### config.mk
export PLATFORM = sky130hd
export DESIGN_NAME = mtr_drv_flat
export DESIGN_NICKNAME = d
export VERILOG_FILES = /design/src/rtl/mtr_drv_if.sv /design/src/rtl/mtr_drv.sv /design/src/flat_wrapper.sv
export SDC_FILE = /design/constraint.sdc
export NUM_CORES = 1
export LEC_CHECK = 0
export ABC_AREA = 1
export BUFFER_PORTS_ARGS = -buffer_cell sky130_fd_sc_hd__buf_2
export CORE_MARGIN = 3
export CORE_UTILIZATION = 45
export DETAILED_ROUTE_END_ITERATION = 12
export GPL_ROUTABILITY_DRIVEN = 0
export GPL_TIMING_DRIVEN = 0
export RECOVER_POWER = 100
export SLEW_MARGIN = 25
export SYNTH_ARGS = -nofsm -noshare
export SYNTH_HDL_FRONTEND = slang
export SYNTH_SLANG_ARGS = --single-unit
### constraint.sdc
create_clock -name clk -period 2.1 [get_ports clk]
set_input_delay 0 -clock clk [delete_from_list [all_inputs] [get_ports clk]]
set_output_delay 0 -clock clk [all_outputs]
set_load 0.02 [all_outputs]
### src/rtl/mtr_drv_if.sv
// rtl/mtr_drv_if.sv - command and PWM signal bundle for the motor drive stage
interface mtr_drv_if;
    logic        pwr_up;
    logic [11:0] lft_spd;
    logic [11:0] rght_spd;
    logic        lft_pwm_a;
    logic        lft_pwm_b;
    logic        rght_pwm_a;
    logic        rght_pwm_b;
    logic        prd_strt;

    modport master (
        output pwr_up, lft_spd, rght_spd,
        input  lft_pwm_a, lft_pwm_b, rght_pwm_a, rght_pwm_b, prd_strt
    );

    modport slave (
        input  pwr_up, lft_spd, rght_spd,
        output lft_pwm_a, lft_pwm_b, rght_pwm_a, rght_pwm_b, prd_strt
    );
endinterface

### src/rtl/mtr_drv.sv
// rtl/mtr_drv.sv - dual H-bridge PWM drive with period-aligned commands and reversal dead time
module mtr_drv #(
    parameter int PWM_W    = 11,
    parameter int DEAD_CYC = 32
) (
    input  logic      clk,
    input  logic      rst,
    mtr_drv_if.slave  bus
);
    localparam int               DW       = $clog2(DEAD_CYC + 1);
    localparam logic [PWM_W-1:0] CNT_MAX  = '1;
    localparam logic [12:0]      MAG_MAX  = 13'((1 << PWM_W) - 1);
    localparam logic [DW-1:0]    DEAD_LD  = DW'(DEAD_CYC - 1);
    localparam logic [0:0]       ST_RUN   = 1'b0;
    localparam logic [0:0]       ST_DEAD  = 1'b1;
    localparam logic             DIR_FWD  = 1'b0;
    localparam logic             DIR_REV  = 1'b1;

    logic [PWM_W-1:0] cnt_q, cnt_d;
    logic             wrap;
    logic             wrap_q, wrap_d;
    logic             prd_strt_q, prd_strt_d;

    // index 0 is the left wheel, index 1 the right wheel
    logic [11:0]      spd      [2];
    logic             new_dir  [2];
    logic [PWM_W-1:0] duty_q   [2];
    logic [PWM_W-1:0] duty_d   [2];
    logic             dir_q    [2];
    logic             dir_d    [2];
    logic [0:0]       st_q     [2];
    logic [0:0]       st_d     [2];
    logic [DW-1:0]    dead_q   [2];
    logic [DW-1:0]    dead_d   [2];
    logic             pwm_a_q  [2];
    logic             pwm_a_d  [2];
    logic             pwm_b_q  [2];
    logic             pwm_b_d  [2];

    assign spd[0] = bus.lft_spd;
    assign spd[1] = bus.rght_spd;

    // Widen to 13 bits so that -2048 negates cleanly before saturation.
    function automatic logic [PWM_W-1:0] spd_mag(input logic [11:0] s);
        logic [12:0] ext;
        logic [12:0] abs_v;
        ext   = {s[11], s};
        abs_v = s[11] ? (13'd0 - ext) : ext;
        return (abs_v > MAG_MAX) ? MAG_MAX[PWM_W-1:0] : abs_v[PWM_W-1:0];
    endfunction

    always_comb begin
        wrap       = bus.pwr_up && (cnt_q == CNT_MAX);
        cnt_d      = bus.pwr_up ? cnt_q + PWM_W'(1) : '0;
        wrap_d     = wrap;
        prd_strt_d = bus.pwr_up && wrap_q;

        for (int c = 0; c < 2; c++) begin
            new_dir[c] = spd[c][11] ? DIR_REV :
                         ((spd[c] != 12'd0) ? DIR_FWD : dir_q[c]);
            duty_d[c]  = duty_q[c];
            dir_d[c]   = dir_q[c];
            st_d[c]    = st_q[c];
            dead_d[c]  = dead_q[c];

            if (!bus.pwr_up) begin
                duty_d[c] = '0;
                dir_d[c]  = DIR_FWD;
                st_d[c]   = ST_RUN;
                dead_d[c] = '0;
            end else begin
                if (st_q[c] == ST_DEAD) begin
                    if (dead_q[c] == '0)
                        st_d[c] = ST_RUN;
                    else
                        dead_d[c] = dead_q[c] - DW'(1);
                end
                if (wrap) begin
                    duty_d[c] = spd_mag(spd[c]);
                    dir_d[c]  = new_dir[c];
                    if (new_dir[c] != dir_q[c]) begin
                        st_d[c]   = ST_DEAD;
                        dead_d[c] = DEAD_LD;
                    end
                end
            end

            // Dead time masks the low counts of the period, so the pulse is shortened rather than delayed.
            pwm_a_d[c] = bus.pwr_up && (st_q[c] == ST_RUN) && (dir_q[c] == DIR_FWD)
                         && (cnt_q < duty_q[c]);
            pwm_b_d[c] = bus.pwr_up && (st_q[c] == ST_RUN) && (dir_q[c] == DIR_REV)
                         && (cnt_q < duty_q[c]);
        end
    end

    always_ff @(posedge clk) begin
        if (rst) begin
            cnt_q      <= '0;
            wrap_q     <= 1'b0;
            prd_strt_q <= 1'b0;
            for (int c = 0; c < 2; c++) begin
                duty_q[c]  <= '0;
                dir_q[c]   <= DIR_FWD;
                st_q[c]    <= ST_RUN;
                dead_q[c]  <= '0;
                pwm_a_q[c] <= 1'b0;
                pwm_b_q[c] <= 1'b0;
            end
        end else begin
            cnt_q      <= cnt_d;
            wrap_q     <= wrap_d;
            prd_strt_q <= prd_strt_d;
            for (int c = 0; c < 2; c++) begin
                duty_q[c]  <= duty_d[c];
                dir_q[c]   <= dir_d[c];
                st_q[c]    <= st_d[c];
                dead_q[c]  <= dead_d[c];
                pwm_a_q[c] <= pwm_a_d[c];
                pwm_b_q[c] <= pwm_b_d[c];
            end
        end
    end

    assign bus.lft_pwm_a  = pwm_a_q[0];
    assign bus.lft_pwm_b  = pwm_b_q[0];
    assign bus.rght_pwm_a = pwm_a_q[1];
    assign bus.rght_pwm_b = pwm_b_q[1];
    assign bus.prd_strt   = prd_strt_q;
endmodule

### src/flat_wrapper.sv
// flat-port wrapper written by rule: the top's interface ports become plain ports
module mtr_drv_flat 
#(
    parameter int PWM_W    = 11,
    parameter int DEAD_CYC = 32
)
  (clk, rst, bus_pwr_up, bus_lft_spd, bus_rght_spd, bus_lft_pwm_a, bus_lft_pwm_b, bus_rght_pwm_a, bus_rght_pwm_b, bus_prd_strt);
  mtr_drv_if bus_i ();
  input  logic clk;
  input  logic rst;
  input wire logic [$bits(bus_i.pwr_up)-1:0] bus_pwr_up;
  input wire logic [$bits(bus_i.lft_spd)-1:0] bus_lft_spd;
  input wire logic [$bits(bus_i.rght_spd)-1:0] bus_rght_spd;
  output wire logic [$bits(bus_i.lft_pwm_a)-1:0] bus_lft_pwm_a;
  output wire logic [$bits(bus_i.lft_pwm_b)-1:0] bus_lft_pwm_b;
  output wire logic [$bits(bus_i.rght_pwm_a)-1:0] bus_rght_pwm_a;
  output wire logic [$bits(bus_i.rght_pwm_b)-1:0] bus_rght_pwm_b;
  output wire logic [$bits(bus_i.prd_strt)-1:0] bus_prd_strt;
  assign bus_i.pwr_up = bus_pwr_up;
  assign bus_i.lft_spd = bus_lft_spd;
  assign bus_i.rght_spd = bus_rght_spd;
  assign bus_lft_pwm_a = bus_i.lft_pwm_a;
  assign bus_lft_pwm_b = bus_i.lft_pwm_b;
  assign bus_rght_pwm_a = bus_i.rght_pwm_a;
  assign bus_rght_pwm_b = bus_i.rght_pwm_b;
  assign bus_prd_strt = bus_i.prd_strt;
  mtr_drv #(.PWM_W(PWM_W), .DEAD_CYC(DEAD_CYC)) u_core (.clk(clk), .rst(rst), .bus(bus_i));
endmodule
==> impl_metrics.json <==
{
  "status": "finished, final reports clean",
  "drtIter0Drc": 109,
  "whs_path_depth": 5,
  "synth_top_cell_area_share_pct": 32.9,
  "root_buffer": "clkbuf_8",
  "synth_edf_count": 0,
  "drcViolationCount": 0,
  "nFillCells": 724,
  "die_h_um": 92.3,
  "clk_pin_slew_ns": 0.10,
  "clockBufferDepth": 2,
  "diodes": 0,
  "insertion_delay_ns": 0.32,
  "synth_mux_area_share_pct": 0,
  "grt-ovfl-total": 0,
  "cts_buffers": 5,
  "wire_per_inst_um": 12.1,
  "cp_slowest_cell": "dfxtp_1",
  "cts_tree": "yes",
  "cp_max_fo": 10,
  "reg2reg_slack_ns": 0.16,
  "start_util_pct": 47.7,
  "period_share_pct": 92.2,
  "netlist_instances": 498,
  "relSlewSlack_pct": 60.5,
  "r2r_start": "u_core.cnt_q[0]",
  "worstReg2RegEnd": "u_core.duty_q[0][0]",
  "synth_top_family_by_area": "simple AND/OR/NAND/NOR gates",
  "skew_ns": 0.0134,
  "synth-simple-area-share_pct": 30.8,
  "pwr-share-seq_pct": 56.7,
  "avgSynthCellArea_um2": 6.72,
  "netSwitchingPower_uw": 496,
  "leakagePower_uw": 0.00171,
  "setup_viol": 0,
  "critical_path_class": "flip-flop to flip-flop",
  "yosys.area.top_type": "dfxtp_1",
  "ant_nets": 0,
  "power.density_nw_per_um2": 491,
  "intPower_uw": 1350,
  "place_inst": 625,
  "fin_nets": 594,
  "cp-start-kind": "flip-flop",
  "syn_to_final_growth_pct": 12.3,
  "drv_slew": 0,
  "synthXorXnorAreaFrac_pct": 3.92,
  "power_frac_comb_pct": 9.5,
  "synth_cell_types": 33,
  "antenna_found_initial": 0,
  "p_clk_share_pct": 33.8,
  "synth-async-reset-ratio_pct": 0,
  "num_vias": 3172,
  "grt_pass1_vias": 2786,
  "worstRegToRegCells": 12,
  "rows": 30,
  "grt_max_degree": 19,
  "io_pins": 32,
  "wirelength_um": 7700,
  "max-cap-violations": 0,
  "dieArea_um2": 8510,
  "hold_violations": 0,
  "layout_common_cells": "nand2_1 (89), nor2_1 (86), inv_1 (70)",
  "timing.critical_path.to_type": "flip-flop",
  "worst-path-buf-inv": 2,
  "swShare_pct": 26.8,
  "cts_sinks": 55,
  "yosysWarnings": 0,
  "crit_arrival_ns": 2.15,
  "core_area_um2": 7020,
  "hold_path_end": "u_core.duty_q[0][9]",
  "dr.pass1.iters": 4,
  "grt_pass1_wl_um": 12500,
  "fmax_mhz": 516,
  "hold_class": "input pin to flip-flop",
  "p_total_uw": 1850,
  "crit_chain": "ha_1 -> nand2_2 -> nor2_4 -> nand3_2 -> nor2_2 -> nand2_1 -> buf_6 -> nor2_8 -> nand2_2 -> buf_6 -> nor2_1 -> nor2_1",
  "port_buffers": 31,
  "ys_ff_latch": 55,
  "layout_commonest_cell": "nand2_1",
  "ir_worst_vdd_mv": 0.369,
  "synth_seq_area_share_pct": 32.9,
  "hp-start": "bus_lft_spd[9]",
  "hpwl_um": 5940,
  "routed_via_density": 4.98,
  "ys.flop_type": "dfxtp_1",
  "drive_gt1_share_pct": 9.98,
  "tightest_slew_ns": 0.593,
  "critPathTopFamily": "simple AND/OR/NAND/NOR gates",
  "holdWs_ns": 0.0164,
  "syn_area_um2": 3350,
  "period_needed_ns": 1.94,
  "synth_area_leaders": "dfxtp_1 (33%), ha_1 (10%), nand2_1 (10%)",
  "synth_compound_area_share_pct": 12.4,
  "yosys.area_share.adder_pct": 10.1,
  "globalRouteTotalUtil_pct": 18.1,
  "die_w_um": 92.3,
  "max_stage_delay_ns": 0.38,
  "synth_fp_nets": 552,
  "crit_required_ns": 2.31,
  "fin_cells": 637,
  "htreeDepth": 2
}
## flip-flops by register name, summed over array words and instances (netlist names)
name	count
u_core.pwm_b_q	2
u_core.cnt_q	11
u_core.duty_q	22
u_core.dir_q	2
u_core.bus.prd_strt	1
u_core.pwm_a_q	2
u_core.st_q	2
u_core.dead_q	12
u_core.wrap_q	1
## power groups by stage
stage                     combinational, uW  sequential, uW  clock [uW]
final                                   176            1050         624
after detailed placement                172            1070           0
after global routing                    198            1050         672
after CTS                               176            1050         630
after floorplan                         105            1070           0
after global placement                  169            1070           0
## how the worst max path moves through the flow
stage,startpoint,end,slack [ns],cells after the start
floorplan,u_core.cnt_q[1],u_core.duty_q[0][5],0.44,12
global placement,u_core.cnt_q[1],u_core.duty_q[0][20],-0.1,8
detailed placement,u_core.cnt_q[1],u_core.duty_q[0][20],-0.12,8
CTS,u_core.cnt_q[1],u_core.duty_q[0][20],0.03,8
global route,u_core.cnt_q[0],u_core.duty_q[0][0],-0.001,12
finish,u_core.cnt_q[0],u_core.duty_q[0][0],0.16,12
## stage by stage
step | cell area (um^2) | util, % | setup slack, ns | TNS, ns
after floorplan | 3350 | - | 0.444 | 0
after global placement | 3620 | 51.6 | -0.100 | -0.171
after detailed placement | 3620 | 51.6 | -0.123 | -0.251
after CTS | 3750 | 53.5 | 0.0349 | 0
after global routing | 3760 | 53.6 | -0.00131 | -0.00131
final | 3760 | 53.6 | 0.164 | 0
## Yosys cell counts (2+ instances only)
cell type	instances
nor3_1	8
o21a_1	2
xnor2_1	2
nand3_1	34
o21ai_1	3
nor2_1	86
a21oi_1	34
o2111ai_1	2
dfxtp_1	55
nand2_2	2
nand3_2	2
inv_1	71
nand2_1	89
buf_1	2
ha_1	27
clkbuf_1	6
or2_2	4
o21ai_0	35
nor2_2	2
xor2_1	13
nand4_1	6
buf_6	2
## logic make-up (layout without fill, tap and decap cells)
logic type      count (synthesis)  count (layout)
simple gates                  238             238
buf+inv                        84             127
compound gates                 79              79
flops                          55              55
fa+ha+maj                      27              27
xor+xnor                       15              15
## cell type report
| type | count | area [um^2] | area share [%] |
|---|---|---|---|
| timing repair buffer | 35 | 185 | 4.92 |
| tap | 96 | 120 | 3.19 |
| inverter | 73 | 274 | 7.29 |
| multi-input combinational | 359 | 1930 | 51.3 |
| buffer | 11 | 57.6 | 1.53 |
| clock buffer | 5 | 68.8 | 1.83 |
| clock inverter | 3 | 23.8 | 0.632 |
| sequential | 55 | 1100 | 29.3 |
## routing by layer
metal | vias up | GRT usage, % | share of wire [%]
met2 | 52 | 29.1 | 44
met1 | 1435 | 25.7 | 51
met3 | 7 | 3.04 | 3.6
met5 | - | 0 | 0
li1 | 1678 | - | -
met4 | 0 | 3.59 | 0.77
## worst register-to-register path, stage by stage (launching register included)
cell and delay [ns]:
dfxtp_1 0.38, ha_1 0.20, nand2_2 0.12, nor2_4 0.15
nand3_2 0.10, nor2_2 0.13, nand2_1 0.10, buf_6 0.17
nor2_8 0.10, nand2_2 0.06, buf_6 0.14, nor2_1 0.14
nor2_1 0.05
## what timing repair did
item / in CTS / in global routing
gates resized for setup: 2 / 2
endpoints found under the setup margin: 7 / 16
hold endpoints to repair: 2 / 0
hold buffers: 3 / 0
setup buffers: 0 / 1
pin swaps: 0 / 1
No activity file was read; power rests on OpenSTA's default activity.
